## src/rtl/cpu_pkg.sv

```systemverilog
// Shared CPU constants and fetch-stage types. The program-memory decoder
// imports the same window so both ends of the bus agree on legal addresses.
package cpu_pkg;

  localparam int unsigned INSTR_W   = 32;
  localparam logic [31:0] RESET_PC   = 32'h0000_0240;
  localparam logic [31:0] PROG_BASE  = 32'h0000_0240;
  localparam logic [31:0] PROG_LIMIT = 32'h0000_123F;

  // FS_START is the fetch-pending state held during and just after reset
  typedef enum logic [2:0] {
    FS_START,
    FS_FETCH,
    FS_VALID,
    FS_DRAIN,
    FS_FAULT
  } fetch_state_e;

endpackage

```

## src/rtl/inst_fetch_ctrl_if.sv

```systemverilog
// Program-memory read bus plus the fetch-to-decode instruction handshake.
interface inst_fetch_ctrl_if;
  import cpu_pkg::*;

  logic               mem_req;
  logic [31:0]        mem_addr;
  logic               mem_ack;
  logic [INSTR_W-1:0] mem_rdata;
  logic               inst_valid;
  logic               inst_ready;
  logic [INSTR_W-1:0] inst_data;
  logic [31:0]        inst_pc;

  modport master (
    output mem_req, mem_addr, inst_valid, inst_data, inst_pc,
    input  mem_ack, mem_rdata, inst_ready
  );

  modport slave (
    input  mem_req, mem_addr, inst_valid, inst_data, inst_pc,
    output mem_ack, mem_rdata, inst_ready
  );

endinterface

```

## src/rtl/inst_fetch_ctrl_prog_range_chk.sv

```systemverilog
// Combinational program-window check: word aligned and all four bytes inside
// [BASE, LIMIT]. Arithmetic is 33 bits wide so addr+3 cannot wrap into range.
module prog_range_chk
  import cpu_pkg::*;
#(
  parameter logic [31:0] BASE  = PROG_BASE,
  parameter logic [31:0] LIMIT = PROG_LIMIT
) (
  input  logic [31:0] addr_i,
  output logic        in_range_o
);

  logic [32:0] firstByte;
  logic [32:0] lastByte;

  assign firstByte  = {1'b0, addr_i};
  assign lastByte   = firstByte + 33'd3;
  assign in_range_o = (firstByte >= {1'b0, BASE}) &&
                      (lastByte <= {1'b0, LIMIT}) &&
                      (addr_i[1:0] == 2'b00);

endmodule

```

## src/rtl/inst_fetch_ctrl.sv

```systemverilog
// Instruction fetch initiator: owns the PC, issues one program-memory read per
// instruction, hands results to decode and raises a sticky fault on bad PCs.
module inst_fetch_ctrl #(
  parameter logic [31:0] RESET_PC   = cpu_pkg::RESET_PC,
  parameter logic [31:0] PROG_BASE  = cpu_pkg::PROG_BASE,
  parameter logic [31:0] PROG_LIMIT = cpu_pkg::PROG_LIMIT
) (
  input  logic                clk,
  input  logic                rst,
  input  logic                redirect_valid,
  input  logic [31:0]         redirect_pc,
  inst_fetch_ctrl_if.master   bus,
  output logic                fetch_fault,
  output logic [31:0]         fault_pc
);
  import cpu_pkg::*;

  fetch_state_e state_q, state_d;
  logic [31:0]  pc_q, pc_d;
  logic [31:0]  req_addr_q, req_addr_d;
  logic [31:0]  inst_data_q, inst_data_d;
  logic [31:0]  inst_pc_q, inst_pc_d;
  logic [31:0]  fault_pc_q, fault_pc_d;

  logic [31:0]  entryAddr;
  logic         entryOk;
  logic         enterFetch;

  // Every entry into FETCH targets either the redirect address or the current PC
  assign entryAddr = redirect_valid ? redirect_pc : pc_q;

  prog_range_chk #(
    .BASE  (PROG_BASE),
    .LIMIT (PROG_LIMIT)
  ) u_range_chk (
    .addr_i     (entryAddr),
    .in_range_o (entryOk)
  );

  always_ff @(posedge clk) begin
    if (rst) begin
      state_q     <= FS_START;
      pc_q        <= RESET_PC;
      req_addr_q  <= RESET_PC;
      inst_data_q <= '0;
      inst_pc_q   <= '0;
      fault_pc_q  <= '0;
    end else begin
      state_q     <= state_d;
      pc_q        <= pc_d;
      req_addr_q  <= req_addr_d;
      inst_data_q <= inst_data_d;
      inst_pc_q   <= inst_pc_d;
      fault_pc_q  <= fault_pc_d;
    end
  end

  always_comb begin
    state_d     = state_q;
    pc_d        = pc_q;
    req_addr_d  = req_addr_q;
    inst_data_d = inst_data_q;
    inst_pc_d   = inst_pc_q;
    fault_pc_d  = fault_pc_q;
    enterFetch  = 1'b0;

    if (redirect_valid) pc_d = redirect_pc;

    unique case (state_q)
      FS_START: enterFetch = 1'b1;
      FS_FETCH: begin
        if (bus.mem_ack) begin
          if (redirect_valid) begin
            enterFetch = 1'b1;
          end else begin
            inst_data_d = bus.mem_rdata;
            inst_pc_d   = req_addr_q;
            pc_d        = pc_q + 32'd4;
            state_d     = FS_VALID;
          end
        end else if (redirect_valid) begin
          // The bus request cannot be withdrawn, so finish it and drop the data
          state_d = FS_DRAIN;
        end
      end
      FS_VALID: if (redirect_valid || bus.inst_ready) enterFetch = 1'b1;
      FS_DRAIN: if (bus.mem_ack) enterFetch = 1'b1;
      FS_FAULT: if (redirect_valid) enterFetch = 1'b1;
      default:  state_d = FS_START;
    endcase

    if (enterFetch) begin
      if (entryOk) begin
        state_d    = FS_FETCH;
        req_addr_d = entryAddr;
      end else begin
        state_d    = FS_FAULT;
        fault_pc_d = entryAddr;
      end
    end
  end

  assign bus.mem_req    = (state_q == FS_FETCH) || (state_q == FS_DRAIN);
  assign bus.mem_addr   = req_addr_q;
  assign bus.inst_valid = (state_q == FS_VALID);
  assign bus.inst_data  = inst_data_q;
  assign bus.inst_pc    = inst_pc_q;
  assign fetch_fault    = (state_q == FS_FAULT);
  assign fault_pc       = fault_pc_q;

endmodule

```

## src/flat_wrapper.sv

```systemverilog
// flat-port wrapper written by rule: the top's interface ports become plain ports
module inst_fetch_ctrl_flat import cpu_pkg::*;
#(
  parameter logic [31:0] RESET_PC   = cpu_pkg::RESET_PC,
  parameter logic [31:0] PROG_BASE  = cpu_pkg::PROG_BASE,
  parameter logic [31:0] PROG_LIMIT = cpu_pkg::PROG_LIMIT
)
  (clk, rst, redirect_valid, redirect_pc, fetch_fault, fault_pc, bus_mem_req, bus_mem_addr, bus_inst_valid, bus_inst_data, bus_inst_pc, bus_mem_ack, bus_mem_rdata, bus_inst_ready);
  inst_fetch_ctrl_if bus_i ();
  input  logic clk;
  input  logic rst;
  input  logic redirect_valid;
  input  logic [31:0] redirect_pc;
  output logic fetch_fault;
  output logic [31:0] fault_pc;
  output wire logic [$bits(bus_i.mem_req)-1:0] bus_mem_req;
  output wire logic [$bits(bus_i.mem_addr)-1:0] bus_mem_addr;
  output wire logic [$bits(bus_i.inst_valid)-1:0] bus_inst_valid;
  output wire logic [$bits(bus_i.inst_data)-1:0] bus_inst_data;
  output wire logic [$bits(bus_i.inst_pc)-1:0] bus_inst_pc;
  input wire logic [$bits(bus_i.mem_ack)-1:0] bus_mem_ack;
  input wire logic [$bits(bus_i.mem_rdata)-1:0] bus_mem_rdata;
  input wire logic [$bits(bus_i.inst_ready)-1:0] bus_inst_ready;
  assign bus_mem_req = bus_i.mem_req;
  assign bus_mem_addr = bus_i.mem_addr;
  assign bus_inst_valid = bus_i.inst_valid;
  assign bus_inst_data = bus_i.inst_data;
  assign bus_inst_pc = bus_i.inst_pc;
  assign bus_i.mem_ack = bus_mem_ack;
  assign bus_i.mem_rdata = bus_mem_rdata;
  assign bus_i.inst_ready = bus_inst_ready;
  inst_fetch_ctrl #(.RESET_PC(RESET_PC), .PROG_BASE(PROG_BASE), .PROG_LIMIT(PROG_LIMIT)) u_core (.clk(clk), .rst(rst), .redirect_valid(redirect_valid), .redirect_pc(redirect_pc), .bus(bus_i), .fetch_fault(fetch_fault), .fault_pc(fault_pc));
endmodule
```

## config.mk

```make
export PLATFORM = sky130hd
export DESIGN_NAME = inst_fetch_ctrl_flat
export DESIGN_NICKNAME = d
export VERILOG_FILES = /design/src/rtl/cpu_pkg.sv /design/src/rtl/inst_fetch_ctrl_if.sv /design/src/rtl/inst_fetch_ctrl_prog_range_chk.sv /design/src/rtl/inst_fetch_ctrl.sv /design/src/flat_wrapper.sv
export SDC_FILE = /design/constraint.sdc
export NUM_CORES = 1
export LEC_CHECK = 0
export CAP_MARGIN = 5
export CORE_ASPECT_RATIO = 0.5
export CORE_MARGIN = 2
export CORE_UTILIZATION = 54
export CTS_CLUSTER_DIAMETER = 50
export CTS_CLUSTER_SIZE = 10
export DETAILED_ROUTE_END_ITERATION = 12
export PLACE_DENSITY_LB_ADDON = 0.2
export SLEW_MARGIN = 30
export SYNTH_ARGS = -nofsm -noshare
export SYNTH_HDL_FRONTEND = slang
export SYNTH_SLANG_ARGS = --single-unit
```

## constraint.sdc

```tcl
create_clock -name clk -period 12.2 [get_ports clk]
set_input_delay 3.05 -clock clk [delete_from_list [all_inputs] [get_ports clk]]
set_output_delay 3.05 -clock clk [all_outputs]
set_load 0.1 [all_outputs]
```

==> results of run 1 <==
==> per-stage QoR <==
step,hold slack [ns],total power [mW],setup slack (ns),cells
detailed placement,0.4474,1.186,4.961,1287
global placement,0.4404,1.177,5.333,1287
global route,0.4742,1.790,5.027,1319
finish,0.4532,1.729,5.238,1319
CTS,0.4548,1.733,5.416,1319
floorplan,0.4675,1.057,5.806,946
==> routing by layer <==
metal / global-route usage / share of wire / up-vias
li1: - / - / 3688
met1: 0.3506 / 0.40 / 3599
met2: 0.4832 / 0.47 / 351
met3: 0.1103 / 0.099 / 66
met4: 0.1352 / 0.029 / 0
met5: 0 / 0 / -
==> critical path: cells and delay by family <==
family,cells,cell delay [ns]
and+or+nand+nor,4,1.62
AOI/OAI and AO/OA,3,1.13
buffers and inverters,2,0.77
adders and majority gates,1,0.38
muxes,1,0.28
==> registers in the layout, indices dropped and copies added (netlist names) <==
signal	cells
u_core.fault_pc	32
u_core.bus.inst_pc	32
u_core.state_q	3
u_core.pc_q	32
u_core.bus.mem_addr	32
u_core.bus.inst_data	32
==> worst min-delay path by stage <==
| stage | slack, ns | depth (start not counted) | from | endpoint |
|---|---|---|---|---|
| final | 0.45 | 2 | u_core.bus.inst_data[3]$_SDFFE_PP0P_ | u_core.bus.inst_data[3]$_SDFFE_PP0P_ |
| after global routing | 0.47 | 2 | u_core.bus.inst_pc[2]$_SDFFE_PP0P_ | u_core.bus.inst_pc[2]$_SDFFE_PP0P_ |
| after CTS | 0.45 | 2 | u_core.bus.inst_data[3]$_SDFFE_PP0P_ | u_core.bus.inst_data[3]$_SDFFE_PP0P_ |
| after detailed placement | 0.45 | 2 | u_core.bus.inst_data[3]$_SDFFE_PP0P_ | u_core.bus.inst_data[3]$_SDFFE_PP0P_ |
| after global placement | 0.44 | 2 | u_core.bus.inst_data[13]$_SDFFE_PP0P_ | u_core.bus.inst_data[13]$_SDFFE_PP0P_ |
| after floorplan | 0.47 | 1 | u_core.pc_q[30]$_SDFF_PP0_ | u_core.pc_q[30]$_SDFF_PP0_ |
==> final cells by class <==
class | instances | area (um^2)
Multi-Input combinational cell | 683 | 4407
Fill cell | 1097 | 3902
Sequential cell | 163 | 3263
Timing Repair Buffer | 206 | 2011
Clock buffer | 17 | 425.4
Tap cell | 198 | 247.7
Clock inverter | 15 | 188.9
Inverter | 37 | 138.9
==> power breakdown <==
part	switching (mW)	internal (mW)
combinational	0.412	0.160
clock	0.255	0.296
sequential	0.0335	0.573
==> cells by family after synthesis <==
kind of cell / count (synthesis)
simple gates: 414
compound gates: 197
flops: 163
buf+inv: 100
mux: 62
xor+xnor: 8
fa+ha+maj: 2
==> placed cells by master (no fill, tap or decap), types with 5 or more instances in the layout <==
master	instances
clkdlybuf4s50_1	191
dfxtp_1	163
nand2_1	159
a21oi_1	85
nor2_1	77
inv_1	37
and2_1	30
a221oi_2	30
mux2_2	28
mux2i_1	27
nand3_1	21
nand4_1	18
clkbuf_16	17
nor4_1	15
nor2b_1	14
o21ai_0	14
nand3b_1	12
and3_1	12
a211oi_1	12
nand2b_1	10
nor3_1	9
a311oi_1	8
buf_4	7
buf_2	6
o21a_1	5
xor2_1	5
and4_1	5
mux2_4	5
==> reports/results.ini, run 1 <==
[outcome]
run_status=complete, no violations

[global_routing]
globalRouteTotalUtil=0.2978
pin_count_of_the_biggest_net_entering_global_routing=107
antenna_violations_before_repair=0
first_global_vias=7570
grt_first_pass_wirelength_um=38140
global_route.overflow_total=0

[cells_and_area]
drive_above_1_share=0.1169
final_cell_area_um2=10680
insertedDiodeCount=0
utilization=0.7324
syn2layout_area_growth_pct=31.20
design.final.nets=1179

[synth]
netlist.area_leader.share=0.4008
ys_top_cells_by_count=163 x dfxtp_1, 159 x nand2_1, 85 x a21oi_1
xor_xnor_share_of_the_synthesized_area=0.008606
simple_gate_area_share_of_the_yosys_netlist=0.2563
yosysWarnings=0
most_frequently_used_flop_master_after_synthesis=dfxtp_1
synthesis.area_um2=8142
synth-compound-area-share=0.1872
synth_area_per_cell_um2=8.606
synthAdderAreaFrac=0.003074
synth_top_family_by_area=simple AND/OR/NAND/NOR gates
synth_cells=946
netlist-cell-type-count=78
synthMuxAreaShare=0.08452
synth_top_cell_by_area=dfxtp_1
syn_nets=1017
async_reset_ff_frac=0
post_synth_main_area_contributors=dfxtp_1 40%, nand2_1 7.3%, a221oi_2 5.5%, a21oi_1 5.2%, mux2_2 3.9%
number_of_synthesized_flops_with_an_enable_pin=0
synth_sequential_area_ratio=0.4008
synthMostInstantiatedCell=dfxtp_1
synth-seq-cells=163

[floorplanning]
design.die.area_um2=16140
floorplan.die.width_um=177.7
dieHeight_um=90.83
initial_utilization=0.5583
floorplan.rows=31
io-pin-count=200
core_region_area_um2=14580

[setup_path]
worst_setup_path_startpoint=redirect_valid
critPathLaunchType=input port
critPathKind=in2reg
ff2ff_setup_slack_ns=8.50
slowest_stage=buf_4
timing.critical_path.to_type=flop
required_ns=12.52
r2r_start=u_core.pc_q[0]$_SDFFE_PP0N_
cp.arrival_ns=7.28
timing.critical_path.cells=buf_2 -> buf_4 -> mux2i_1 -> ha_1 -> nor2_1 -> nand4_1 -> o31ai_1 -> o2111ai_1 -> nor3_2 -> a41oi_2 -> and2_1
worstRegToRegCells=9
cp_max_fo=89
timing.critical_path.to=u_core.bus.mem_addr[25]$_SDFFE_PP0P_
slowest_delay_ns=0.69
regToRegEndpoint=u_core.bus.mem_addr[25]$_SDFFE_PP0P_

[clock_tree]
postCtsSetupBuffers=0
cts.sinks=163
worst_skew_pair.late_latency_ns=0.43
cts_made_buffers=17
cts-root-to-sink-buffers=2
cts_resized=0
cts.reportedPaths.clkPinSlew_ns=0.07
cts_root_buffer=clkbuf_16
cts_tree=done
clock_tree.htree_level_count=4
cts_hold_buffers=0

[sta]
slew_headroom=0.3000
setup-violations-final=0
skew_ns=0.01198
maxSlewViolCount=0
setup-tns-final_ns=0
period_needed_ns=6.962
grt_setup_unrepaired=no
max_freq_mhz=143.6
period_share=0.5707
hold_viol=0
tightestPinTransition_ns=1.047

[drt]
drt_wl_total_um=24070
drcViolationCount=0
routed_via_density=5.841
antenna_violating_nets_left=0
drt-initial-drc-count=610
first_pass_iters=6
num_vias=7704
detail_route.wl_per_cell_um=18.25

[power_and_ir_drop]
power.density_cell_area_nw_per_um2=161.9
vdd_drop_max_uv=93.04
cellLeakagePower_nw=3.769

[place]
io_buffer_count=199
place.detailed.hpwl_um=16940
detailed_place.area_um2=10070
globalplace.congestion=0.9528

[hold_path]
timing.hold.worst.class=reg2reg

[flow_run]
timing.max_cap.violations=0

Power figures use the tool's default switching activity.
==> inputs of run 2 (changes only) <==
--- a/config.mk
+++ b/config.mk
@@ -8,7 +8,7 @@
 export CAP_MARGIN = 5
 export CORE_ASPECT_RATIO = 0.5
 export CORE_MARGIN = 2
-export CORE_UTILIZATION = 54
+export CORE_UTILIZATION = 45
 export CTS_CLUSTER_DIAMETER = 50
 export CTS_CLUSTER_SIZE = 10
 export DETAILED_ROUTE_END_ITERATION = 12
==> constraint.sdc (replaced) <==
create_clock -name clk -period 5.61 [get_ports clk]
set_input_delay 1.4025 -clock clk [delete_from_list [all_inputs] [get_ports clk]]
set_output_delay 1.4025 -clock clk [all_outputs]
set_load 0.1 [all_outputs]
==> run 2 against run 1 <==
  * Combinational power is 120% higher
  * Count of clock-buffer cells in the layout grew 2
  * Cell area shrank 0.16%
  * Utilization fell by 12 points
  * Largest power group unchanged
==> reports/results.ini, run 2 (synthesis results as in run 1) <==
[outcome]
run_status=complete, no violations

[clock_tree]
cts_hold_buffers=0  ; unchanged
postCtsSetupBuffers=0  ; unchanged
worst_skew_pair.late_latency_ns=0.43  ; about the same
cts_root_buffer=clkbuf_16
cts.reportedPaths.clkPinSlew_ns=0.07  ; about the same
cts-root-to-sink-buffers=2  ; unchanged
cts.sinks=163  ; unchanged
cts_resized=0  ; unchanged
clock_tree.htree_level_count=4  ; unchanged
cts_made_buffers=17  ; unchanged
cts_tree=done

[setup_path]
cp.arrival_ns=5.20  ; -2.08 ns
critPathLaunchType=input port
critPathKind=in2reg
timing.critical_path.to_type=flop
regToRegEndpoint=u_core.bus.mem_addr[22]$_SDFFE_PP0P_
ff2ff_setup_slack_ns=1.89  ; -6.61 ns
timing.critical_path.to=u_core.bus.mem_addr[22]$_SDFFE_PP0P_
worst_setup_path_startpoint=redirect_pc[0]
worstRegToRegCells=9  ; unchanged
required_ns=5.93  ; -6.59 ns
r2r_start=u_core.pc_q[0]$_SDFFE_PP0N_
cp_max_fo=19  ; -79%

[floorplanning]
core_region_area_um2=17530  ; +20%
floorplan.die.width_um=194.2  ; +9.3%
io-pin-count=200  ; unchanged
initial_utilization=0.4645  ; -0.09373
dieHeight_um=99.11  ; +9.1%
floorplan.rows=34  ; +9.7%
design.die.area_um2=19250  ; +19%

[global_routing]
global_route.overflow_total=0  ; unchanged
pin_count_of_the_biggest_net_entering_global_routing=71  ; -34%
first_global_vias=7517  ; -0.70%
grt_first_pass_wirelength_um=39100  ; +2.5%
globalRouteTotalUtil=0.2524  ; -0.04533
antenna_violations_before_repair=0  ; unchanged

[cells_and_area]
drive_above_1_share=0.1194  ; +0.002570
layout_commonest_cell=clkdlybuf4s50_1
syn2layout_area_growth_pct=30.98
insertedDiodeCount=0  ; unchanged
final_cell_count_no_fill=1356  ; +2.8%
layout_common_cells=188 x clkdlybuf4s50_1, 163 x dfxtp_1, 159 x nand2_1
layout.filler_cells=1562  ; +42%
design.final.nets=1181  ; +0.17%

[sta]
setup-violations-final=0  ; unchanged
slew_headroom=0.3108  ; +0.01079
period_needed_ns=4.886
worst_slack_ns=0.7239  ; -4.514 ns
period_share=0.8710
hold_viol=0  ; unchanged
maxSlewViolCount=0  ; unchanged
setup-tns-final_ns=0  ; unchanged
grt_setup_unrepaired=no
fin_hold_ws_ns=0.4536  ; +0.0004200 ns
max_freq_mhz=204.7
tightestPinTransition_ns=1.031  ; -0.01614 ns
skew_ns=0.01122  ; -0.0007569 ns

[drt]
first_pass_iters=5  ; -1
routed-wl-met3_um=1901  ; -20%
drt_wl_total_um=24120  ; +0.22%
detail_route.wl_per_cell_um=17.79  ; -2.5%
drcViolationCount=0  ; unchanged
dr.max_layer_used=met4
routed_via_density=5.547  ; -5.0%
route.layer.met1.wl_um=10570  ; +8.5%
met2RoutedLength_um=11170  ; -0.72%
drt-initial-drc-count=456  ; -25%
num_vias=7522  ; -2.4%
antenna_violating_nets_left=0  ; unchanged

[power_and_ir_drop]
power.density_cell_area_nw_per_um2=343.2  ; +110%
pwr-share-comb=0.339  ; +0.008
total_power_mw=3.659  ; +110%
switching_share=0.4044  ; -0.0009060
cellLeakagePower_nw=3.762  ; -0.19%
clock_power_share=0.301  ; -0.017
seq_power_share=0.360  ; +0.009
p_int_mw=2.180  ; +110%
power_switching_mw=1.480  ; +110%
vdd_drop_max_uv=260.9  ; +180%

[place]
globalplace.congestion=0.9310  ; -2.3%
cell_count_after_placement=1325  ; +3.0%
io_buffer_count=199  ; unchanged
placement.setup.worst_slack_ns=0.4603  ; -4.501 ns
place.detailed.hpwl_um=17390  ; +2.7%

[hold_path]
timing.hold.worst.class=reg2reg

[flow_run]
timing.max_cap.violations=0  ; unchanged

-- run 2: cell count changes in the layout (fill, tap and decap cells not counted), sizes merged --
cell           delta
bufinv            -1
clkinvlp          -1
clkbuf            +3
inv               -3
clkinv            +2
buf               +4
clkdlybuf4s50     -3
-- run 2: how the worst min path moves through the flow --
stage	start	end	slack [ns]	cells after the start
2_1_floorplan	u_core.pc_q[30]$_SDFF_PP0_	u_core.pc_q[30]$_SDFF_PP0_	0.47	1
3_3_place_gp	u_core.bus.inst_pc[13]$_SDFFE_PP0P_	u_core.bus.inst_pc[13]$_SDFFE_PP0P_	0.44	2
3_5_place_dp	u_core.bus.inst_data[19]$_SDFFE_PP0P_	u_core.bus.inst_data[19]$_SDFFE_PP0P_	0.45	2
4_1_cts	u_core.bus.inst_data[19]$_SDFFE_PP0P_	u_core.bus.inst_data[19]$_SDFFE_PP0P_	0.46	2
5_1_grt	u_core.bus.inst_pc[30]$_SDFFE_PP0P_	u_core.bus.inst_pc[30]$_SDFFE_PP0P_	0.47	2
6_report	u_core.bus.inst_data[26]$_SDFFE_PP0P_	u_core.bus.inst_data[26]$_SDFFE_PP0P_	0.45	2
-- run 2: power by group through the flow --
stage / clock network (mW) / logic (mW) / registers, mW
floorplan: 0 / 0.486 / 1.81
global placement: 0 / 1.23 / 1.34
detailed placement: 0 / 1.24 / 1.34
CTS: 1.12 / 1.24 / 1.32
global route: 1.16 / 1.30 / 1.33
finish: 1.10 / 1.24 / 1.32
-- run 2: area by class of cell --
class	count	area, um^2	area share
Clock inverter	12	100.1	0.009386
Multi-Input combinational cell	683	4407	0.4132
Tap cell	234	292.8	0.02746
Sequential cell	163	3263	0.3060
Timing Repair Buffer	208	2019	0.1894
Clock buffer	19	442.9	0.04153
Inverter	37	138.9	0.01302
-- run 2: metal layers --
metal,vias to the layer above,track usage
met3,45,0.08206
met2,243,0.4208
met4,0,0.08275
li1,3690,-
met5,-,0
met1,3544,0.3120
-- run 2: per-stage QoR --
stage	area (um^2)	util
after detailed placement	10140	0.5788
after global placement	10160	0.5797
after floorplan	8142	-
after CTS	10690	0.6098
after global routing	10660	0.6084
final	10660	0.6084
-- run 2: worst max-delay path: stages --
cell and delay, ns:
clkdlybuf4s50_1 0.51, mux2i_1 0.12, ha_1 0.35, nor2_1 0.46, nand4_1 0.39, o31ai_1 0.43, o2111ai_1 0.19, nor3_2 0.39
a41oi_2 0.56, and2_1 0.38
